==> config.mk <==
export PLATFORM = sky130hd
export DESIGN_NAME = hog_feature_stream_reader
export DESIGN_NICKNAME = d
export VERILOG_FILES = /design/src/rtl/hog_feature_stream_reader.sv
export SDC_FILE = /design/constraint.sdc
export NUM_CORES = 2
export LEC_CHECK = 0
export CORE_ASPECT_RATIO = 1.75
export CORE_MARGIN = 4
export CORE_UTILIZATION = 59
export CTS_CLUSTER_DIAMETER = 100
export DETAILED_ROUTE_END_ITERATION = 8
export GPL_TIMING_DRIVEN = 0
export PLACE_DENSITY = 0.79
export RECOVER_POWER = 50
export SETUP_SLACK_MARGIN = 0.5
export SYNTH_ARGS = -nofsm -noshare
export SYNTH_HDL_FRONTEND = slang
export SYNTH_SLANG_ARGS = --single-unit
==> constraint.sdc <==
create_clock -name aclk -period 23.1 [get_ports aclk]
set_clock_uncertainty 0.05 [all_clocks]
set_input_delay 3.465 -clock aclk [delete_from_list [all_inputs] [get_ports aclk]]
set_output_delay 3.465 -clock aclk [all_outputs]
set_load 0.01 [all_outputs]
==> src/rtl/hog_feature_stream_reader.sv <==
// hog_feature_stream_reader: reads one HOG frame from NBANK result BRAMs, converts each value to float32
// and streams packed words through a small FIFO. Optional macro HOG_RD_TEST_PATTERN_EN adds test_mode.
module hog_feature_stream_reader #(
    parameter int RAM_AW       = 17,
    parameter int QN           = 8,
    parameter int NBANK        = 4,
    parameter int AXI_DW       = 512,
    parameter int NBIN         = 31,
    parameter int ADDR_PER_BIN = 256,
    parameter int GRP0_END     = 17,
    parameter int GRP1_END     = 26,
    parameter int ROT0         = 0,
    parameter int ROT1         = 1,
    parameter int ROT2         = 3,
    parameter int OUT_DEPTH    = 4
) (
    input  logic                    aclk,
    input  logic                    arest,
    input  logic                    start,
    output logic                    busy,
    output logic                    done,
    output logic [NBANK-1:0]        res_enb,
    output logic [NBANK*RAM_AW-1:0] res_addrb,
    input  logic [NBANK*QN-1:0]     res_doutb,
    output logic [AXI_DW-1:0]       m_data,
    output logic                    m_valid,
`ifdef HOG_RD_TEST_PATTERN_EN
    input  logic                    test_mode,
`endif
    input  logic                    m_ready
);
    localparam int BEATS  = AXI_DW / (32 * NBANK);
    localparam int NADDR  = NBIN * ADDR_PER_BIN;
    localparam int BW     = (BEATS > 1) ? $clog2(BEATS) : 1;
    localparam int RW     = (NBANK > 1) ? $clog2(NBANK) : 1;
    localparam int PW     = (OUT_DEPTH > 1) ? $clog2(OUT_DEPTH) : 1;
    localparam int CW     = PW + 1;
    localparam int G0_LIM = (GRP0_END + 1) * ADDR_PER_BIN;
    localparam int G1_LIM = (GRP1_END + 1) * ADDR_PER_BIN;

    typedef enum logic [1:0] {IDLE = 2'd0, RUN = 2'd1, DRAIN = 2'd2} state_t;

    state_t                  state_r, next_state_s;
    logic [RAM_AW-1:0]       addr_cnt_r, addr_r;
    logic                    enb_r, done_r, dv_r;
    logic [BW-1:0]           beat_r, ibeat_r, dbeat_r;
    logic [RW-1:0]           rot_s, rot_r, drot_r;
    logic [CW-1:0]           infl_r, cnt_r, free_s;
    logic [PW-1:0]           wp_r, rp_r;
    logic                    issue_s, start_word_s, push_s, pop_s;
    logic [NBANK*32-1:0]     beat_s;
    logic [AXI_DW-1:0]       word_r, word_s, push_data_s;
    logic [AXI_DW-1:0]       mem_r [OUT_DEPTH];

    // Exact conversion: every QN-bit fraction fits in a float32 mantissa.
    function automatic logic [31:0] to_f32(input logic [QN-1:0] v);
        logic [4:0]  k;
        logic [7:0]  ex;
        logic [22:0] man;
        k = 5'd0;
        for (int i = 0; i < QN; i++) begin
            k = v[i] ? 5'(i) : k;
        end
        ex  = 8'(127 - QN) + {3'b000, k};
        man = 23'(v) << (5'd23 - k);
        return (v == '0) ? 32'h0000_0000 : {1'b0, ex, man};
    endfunction

    assign busy      = (state_r != IDLE);
    assign done      = done_r;
    assign res_enb   = {NBANK{enb_r}};
    assign res_addrb = {NBANK{addr_r}};
    assign m_valid   = (cnt_r != '0);
    assign m_data    = mem_r[rp_r];

    // Next state, read issue, lane rotation and word assembly.
    always_comb begin
        next_state_s = state_r;
        issue_s      = 1'b0;
        start_word_s = 1'b0;
        free_s       = CW'(OUT_DEPTH) - cnt_r;
        pop_s        = (cnt_r != '0) && m_ready;
        push_s       = dv_r && (dbeat_r == BW'(BEATS - 1));
        if (addr_cnt_r < RAM_AW'(G0_LIM)) begin
            rot_s = RW'(ROT0);
        end else if (addr_cnt_r < RAM_AW'(G1_LIM)) begin
            rot_s = RW'(ROT1);
        end else begin
            rot_s = RW'(ROT2);
        end
        beat_s = '0;
        for (int j = 0; j < NBANK; j++) begin
            beat_s[j*32 +: 32] = to_f32(res_doutb[((j + int'(drot_r)) % NBANK)*QN +: QN]);
        end
        word_s = word_r;
        if (dv_r) begin
            word_s[int'(dbeat_r)*NBANK*32 +: NBANK*32] = beat_s;
        end else begin
            word_s = word_r;
        end
        case (state_r)
            IDLE: begin
                // done_r is still high on the first idle cycle, so a start coinciding with done is dropped
                if (start && !done_r) begin
                    next_state_s = RUN;
                    issue_s      = 1'b1;
                    start_word_s = 1'b1;
                end else begin
                    next_state_s = IDLE;
                end
            end
            RUN: begin
                if (beat_r != '0) begin
                    issue_s = 1'b1;
                end else if (free_s > infl_r) begin
                    issue_s      = 1'b1;
                    start_word_s = 1'b1;
                end else begin
                    issue_s = 1'b0;
                end
                if (issue_s && (addr_cnt_r == RAM_AW'(NADDR - 1))) begin
                    next_state_s = DRAIN;
                end else begin
                    next_state_s = RUN;
                end
            end
            DRAIN: begin
                if ((cnt_r == CW'(1)) && (infl_r == '0) && pop_s) begin
                    next_state_s = IDLE;
                end else begin
                    next_state_s = DRAIN;
                end
            end
            default: next_state_s = IDLE;
        endcase
    end

`ifdef HOG_RD_TEST_PATTERN_EN
    localparam int LANES = AXI_DW / 32;
    logic [31:0] wcnt_r;

    // Index of the next word pushed within the current frame.
    always_ff @(posedge aclk) begin
        if (arest) begin
            wcnt_r <= 32'd0;
        end else if (state_r == IDLE) begin
            wcnt_r <= 32'd0;
        end else if (push_s) begin
            wcnt_r <= wcnt_r + 32'd1;
        end
    end

    assign push_data_s = test_mode ? {LANES{wcnt_r}} : word_s;
`else
    assign push_data_s = word_s;
`endif

    // State register and read-issue pipeline.
    always_ff @(posedge aclk) begin
        if (arest) begin
            state_r    <= IDLE;
            addr_cnt_r <= '0;
            addr_r     <= '0;
            enb_r      <= 1'b0;
            beat_r     <= '0;
            ibeat_r    <= '0;
            rot_r      <= '0;
            infl_r     <= '0;
            done_r     <= 1'b0;
        end else begin
            state_r <= next_state_s;
            enb_r   <= issue_s;
            done_r  <= (state_r == DRAIN) && (next_state_s == IDLE);
            infl_r  <= infl_r + CW'(start_word_s) - CW'(push_s);
            if (issue_s) begin
                addr_r     <= addr_cnt_r;
                addr_cnt_r <= addr_cnt_r + RAM_AW'(1);
                beat_r     <= (beat_r == BW'(BEATS - 1)) ? '0 : beat_r + BW'(1);
                ibeat_r    <= beat_r;
                rot_r      <= rot_s;
            end else if (state_r == IDLE) begin
                addr_r     <= '0;
                addr_cnt_r <= '0;
                beat_r     <= '0;
            end
        end
    end

    // Beat metadata follows the read data by one cycle; partial word accumulates here.
    always_ff @(posedge aclk) begin
        if (arest) begin
            dv_r    <= 1'b0;
            dbeat_r <= '0;
            drot_r  <= '0;
            word_r  <= '0;
        end else begin
            dv_r    <= enb_r;
            dbeat_r <= ibeat_r;
            drot_r  <= rot_r;
            word_r  <= word_s;
        end
    end

    // Output word FIFO; issue throttling guarantees a push never finds it full.
    always_ff @(posedge aclk) begin
        if (arest) begin
            for (int i = 0; i < OUT_DEPTH; i++) begin
                mem_r[i] <= '0;
            end
            wp_r  <= '0;
            rp_r  <= '0;
            cnt_r <= '0;
        end else begin
            if (push_s) begin
                mem_r[wp_r] <= push_data_s;
                wp_r        <= wp_r + PW'(1);
            end
            if (pop_s) begin
                rp_r <= rp_r + PW'(1);
            end
            cnt_r <= cnt_r + CW'(push_s) - CW'(pop_s);
        end
    end
endmodule
## Yosys cells after proc, flatten, opt, wreduce, memory -nomap -nowiden

Memory sizes are Yosys's and may differ from the RTL's. A register that Yosys moved wholly into a read port is not among the register bits.
Cells that the tools add are included.

| storage, ports and cells | value |
|---|---|
| input port bits | 36 |
| logic and storage cells | 146 |
| bits in registers | 571 |
| memories | 1 |
| RAM bits | 2048 |

Memory list:

| name | words | width | rd ports | clocked after Yosys merged registers in | wr ports | RTL line | source |
|---|---|---|---|---|---|---|---|
| mem_r | 4 | 512 | 1 | 1 | 4 | 53 | `logic [AXI_DW-1:0] mem_r [OUT_DEPTH];` |

| cells by class | value |
|---|---|
| shift operators | 10 |
| reductions and logical operators | 23 |
| add/subtract/negate cells | 21 |
| multiplexer cells | 63 |
| bitwise logic cells | 3 |
| $lt $le $gt $ge | 3 |
| equal/unequal tests | 6 |

Operator list:

| operator | count |
|---|---|
| two-way mux 512 bit | 2 |
| bitwise mux 512 bit | 1 |
| OR reduction 512 bit | 1 |
| variable shift 128 x 33 -> 512 bit (first input constant) | 1 |
| indexed part select 128 x 33 -> 512 bit | 1 |
| indexed part select 32 x 6 -> 8 bit | 4 |
| two-way mux 31 bit | 4 |
| << shifter 8 x 5 -> 23 bit | 4 |
| two-way mux 17 bit | 3 |
| two-way mux 3 bit | 16 |
| two-way mux 2 bit | 18 |
| less-than comparator 17 x 13 -> 1 bit (second input constant) | 2 |
| negation 9 -> 33 bit | 1 |
| adder 7 x 3 -> 8 bit (first input constant) | 4 |
| zero test 8 bit | 4 |
| subtractor 5 x 3 -> 5 bit (first input constant) | 4 |
| adder 17 x 1 -> 17 bit (second input constant) | 1 |
| equality test 17 x 13 -> 1 bit (second input constant) | 1 |
| two-way mux 1 bit | 16 |
| logical AND 1 bit | 7 |
| adder 2 x 1 -> 2 bit (second input constant) | 3 |
| adder 3 x 1 -> 3 bit | 2 |
| equality test 2 bit (second input constant) | 3 |
| one-hot mux 2 bit (3 select lines) | 1 |
| other kinds (15) | 25 |

## Logic depth before layout (Yosys ltp)

| depth | value |
|---|---|
| depth in word-level cells | 18 |
| depth in mapped cells | 16 |
| depth with buffers taken out | 16 |

## Worst setup path before layout

No wires, ideal clock.

| timing | value |
|---|---|
| path type | input-to-reg |
| start point | input port arest |
| end point | memory mem_r[0][0], enable pin |
| stages on the path | 4 |
| setup slack | 5598 ps |
| buffers on the path | 3 |
| data arrival time | 16482 ps |
| library setup time | 970 ps |
| required time | 22080 ps |
| cells stage by stage | clkbuf_1 > clkbuf_1 > clkbuf_1 > nand2b_1 |

RTL lines:

| what | RTL line | source |
|---|---|---|
| from (decl) | 18 | `input logic arest,` |
| to (decl) | 53 |  |

==> results.json <==
{
  "final_design_area_no_fill_um2": 121800,
  "die_height_um": 563.3,
  "sequential_cell_area_fraction_in_the_yosys_report_pct": 70.18,
  "switching_component_of_the_power_w": 0.003172,
  "route.met3.wl_mm": 33.67,
  "maxUsedRoutingLayer": "met5",
  "clock_path_buffers": 4,
  "numCtsBuffers": 224,
  "nNetsFinal": 8297,
  "arrival_ps": 12690,
  "timing.rr.start": "dv_r",
  "tritoncts": "built",
  "area_growth_pct": 17.14,
  "synth-edff-count": 2048,
  "cts-hold-fix-buffers": 0,
  "grt_first_pass_wirelength_mm": 433.0,
  "antenna_violations_before_repair": 27,
  "yosys_warnings": 0,
  "post_synth_inst_count": 7329,
  "post-route-period-util_pct": 52.89,
  "synth.lib_cells_used.distinct": 70,
  "final_period_minus_worst_setup_slack_ps": 12220,
  "status": "complete, but fails checks",
  "syn-num-nets": 7389,
  "detail_placement_hpwl_mm": 200.0,
  "vias_per_cell": 6.139,
  "timing.hold.worst_endpoint": "ibeat_r[1]",
  "design.die.area_um2": 183300,
  "rsz0062_at_grt": "false",
  "max_freq_ghz": 0.08184,
  "clk-insertion-delay-late_ps": 880,
  "power_density_nw_per_um2": 97.02,
  "chipWidth_um": 325.3,
  "met1Wirelength_mm": 102.1,
  "power.switching_fraction_pct": 26.85,
  "gp_routability_congestion": 0.8751,
  "drc": 0,
  "hold_viol": 0,
  "setup_violation_total_in_the_final_timing_report": 0,
  "cts-root-buf": "clkbuf_16",
  "hold_path_class": "reg2reg",
  "routed_vias": 65740,
  "cts-htree-levels": 4,
  "drive_gt1_share_pct": 12.20,
  "mostFrequentLayoutCell": "nor2_1",
  "crit_fanout": 49,
  "number_of_clock_sinks_seen_by_cts": 2621,
  "gr-usage-all-layers_pct": 32.12,
  "placementRows": 203,
  "syn_area_um2": 104000,
  "synthFlopType": "edfxtp_1",
  "post_drt_wl_per_cell_um": 27.64,
  "violated_checks": "max-capacitance violations, max-slew violations",
  "io_pins": 623,
  "timing.critical_path.from_type": "input pin",
  "detail-route-antenna-nets": 0,
  "p_total_w": 0.01182,
  "vdd.ir_drop.worst_uv": 93.82,
  "worst-slew-pin-transition_ps": 3656,
  "final_cell_mix": "2314 x nor2_1, 2048 x edfxtp_1, 573 x dfxtp_1",
  "relSlewSlack_pct": -143.7,
  "number_of_global_route_vias_before_repair": 66860,
  "timing_max_transition_violations_final": 594,
  "drt-total-wl_mm": 296.0,
  "detailedRoute.firstIterationViolations": 8100,
  "worstHoldPathCells": 2,
  "power.sequential.fraction_pct": 44.6,
  "cts_setup_buffers": 0,
  "async_flop_share_pct": 0,
  "total_length_of_routed_met2_wires_mm": 145.5,
  "power.share.clock_pct": 33.3,
  "crit_end_element": "flip-flop",
  "synth_area_leaders": "edfxtp_1 59%, mux4_2 12%, dfxtp_1 11%",
  "post_cts_resize_count": 0,
  "max_cap_violations": 24,
  "rrSetupSlack_ps": 13220,
  "path_class": "in2reg",
  "grt_start_max_net_pins": 58,
  "post-synth-top-area-fraction_pct": 59.15,
  "numPortBuffers": 622,
  "total_leakage_power_nw": 39.72,
  "grt_ovf": 0,
  "yosys.area.top_type": "edfxtp_1",
  "post_route_setup_tns_ps": 0,
  "critPathRequiredTime_ps": 23570,
  "place_area_um2": 114500,
  "start_util_pct": 59.41,
  "comb_power_share_pct": 22.0,
  "first_drt_pass_iteration_count": 6,
  "synth_area_per_cell_um2": 14.19,
  "worst_r2r_path_depth": 10,
  "timing.rr.end": "mem_r[2][415]",
  "flip_flop_and_latch_count_after_synthesis": 2621,
  "holdCritStartpoint": "ibeat_r[1]",
  "internal_portion_of_total_power_w": 0.008644,
  "clock_transition_at_the_registers_of_the_reported_paths_ps": 70,
  "core_area_um2": 175000
}
==> cell families after synthesis <==
kind of cell / after synthesis / share of synthesized area [%]
and+or+nand+nor: 3081 / 12.16
DFF: 2621 / 70.18
buffers and inverters: 587 / 2.344
muxes: 569 / 12.02
AOI/OAI and AO/OA: 434 / 2.879
adders and majority gates: 24 / 0.3033
xor gates and xnor gates: 13 / 0.1095
==> power by group through the flow <==
stage          clock network (W)  registers, W  logic [W]
2_1_floorplan                  0       0.00544    0.00133
3_3_place_gp                   0       0.00552    0.00255
3_5_place_dp                   0       0.00537    0.00261
4_1_cts                  0.00396       0.00527    0.00263
5_1_grt                  0.00415       0.00529    0.00273
6_report                 0.00394       0.00527    0.00260
==> flip-flops by register name, indices dropped and copies added (netlist names), named ones only <==
signal	cells
drot_r	2
state_r	2
word_r	512
addr_cnt_r	17
ibeat_r	2
mem_r	2048
done	1
addr_r	17
dbeat_r	2
beat_r	2
infl_r	3
enb_r	1
rot_r	2
wp_r	2
cnt_r	3
rp_r	2
dv_r	1
==> cell type report <==
type,instances,area [um2]
Sequential cell,2621,72970
Inverter,31,116.4
Timing Repair Buffer,682,7297
Clock inverter,108,1386
Clock buffer,304,6245
Tap cell,2255,2821
Antenna cell,31,77.57
Buffer,556,2318
Multi-Input combinational cell,4121,28560
Fill cell,11250,53210
==> worst max-delay path by stage <==
stage | start | to
2_1_floorplan | arest | mem_r[0][0]
3_3_place_gp | arest | mem_r[0][165]
3_5_place_dp | arest | mem_r[3][294]
4_1_cts | flip-flop | m_data[302]
5_1_grt | arest | mem_r[2][394]
6_report | arest | mem_r[2][415]
==> Yosys cell counts, types with 6 or more instances <==
library cell and number:
buf_4 57, a22oi_1 143, buf_1 97, a32oi_1 15, mux2i_1 10, a21oi_1 109
ha_1 22, or3_1 6, nand2_1 339, a31o_2 6, mux4_2 541, xnor2_1 8
nor3_1 18, edfxtp_1 2048, and3_1 9, o21ai_0 39, a221oi_1 7, dfxtp_1 573
nand2b_1 13, clkbuf_1 391, buf_2 10, nor2_1 2315, nor2b_1 32, a211oi_1 7
or2_2 11, mux2_2 16, and2_1 294, nand3_1 16, inv_1 30, o21ai_1 6
a22o_1 45, o31ai_1 14
==> per-stage QoR <==
step / utilization (%) / setup WS, ps / hold slack [ps] / std cells
2_1_floorplan: - / 5598 / 375.7 / 7329
3_3_place_gp: 64.58 / -8568 / 388.0 / 10210
3_5_place_dp: 65.43 / 14040 / 393.5 / 10270
4_1_cts: 69.79 / 14780 / 408.5 / 10680
5_1_grt: 69.55 / 10630 / 421.0 / 10680
6_report: 69.59 / 10880 / 407.8 / 10710
==> layer usage <==
metal  global-route usage, %  vias up
met4                   13.69       18
met5                       0        -
met1                   40.23    33020
li1                        -    28220
met3                   8.386      695
met2                   53.56     3789
==> critical path, stage by stage <==
cell,delay (ps)
dlygate4sd3_1,670
or2_2,350
or3b_2,440
clkbuf_1,620
nand2b_1,1780
clkbuf_1,2050
clkbuf_1,2550
buf_16,320
buf_16,300
Power figures use the tool's default switching activity.
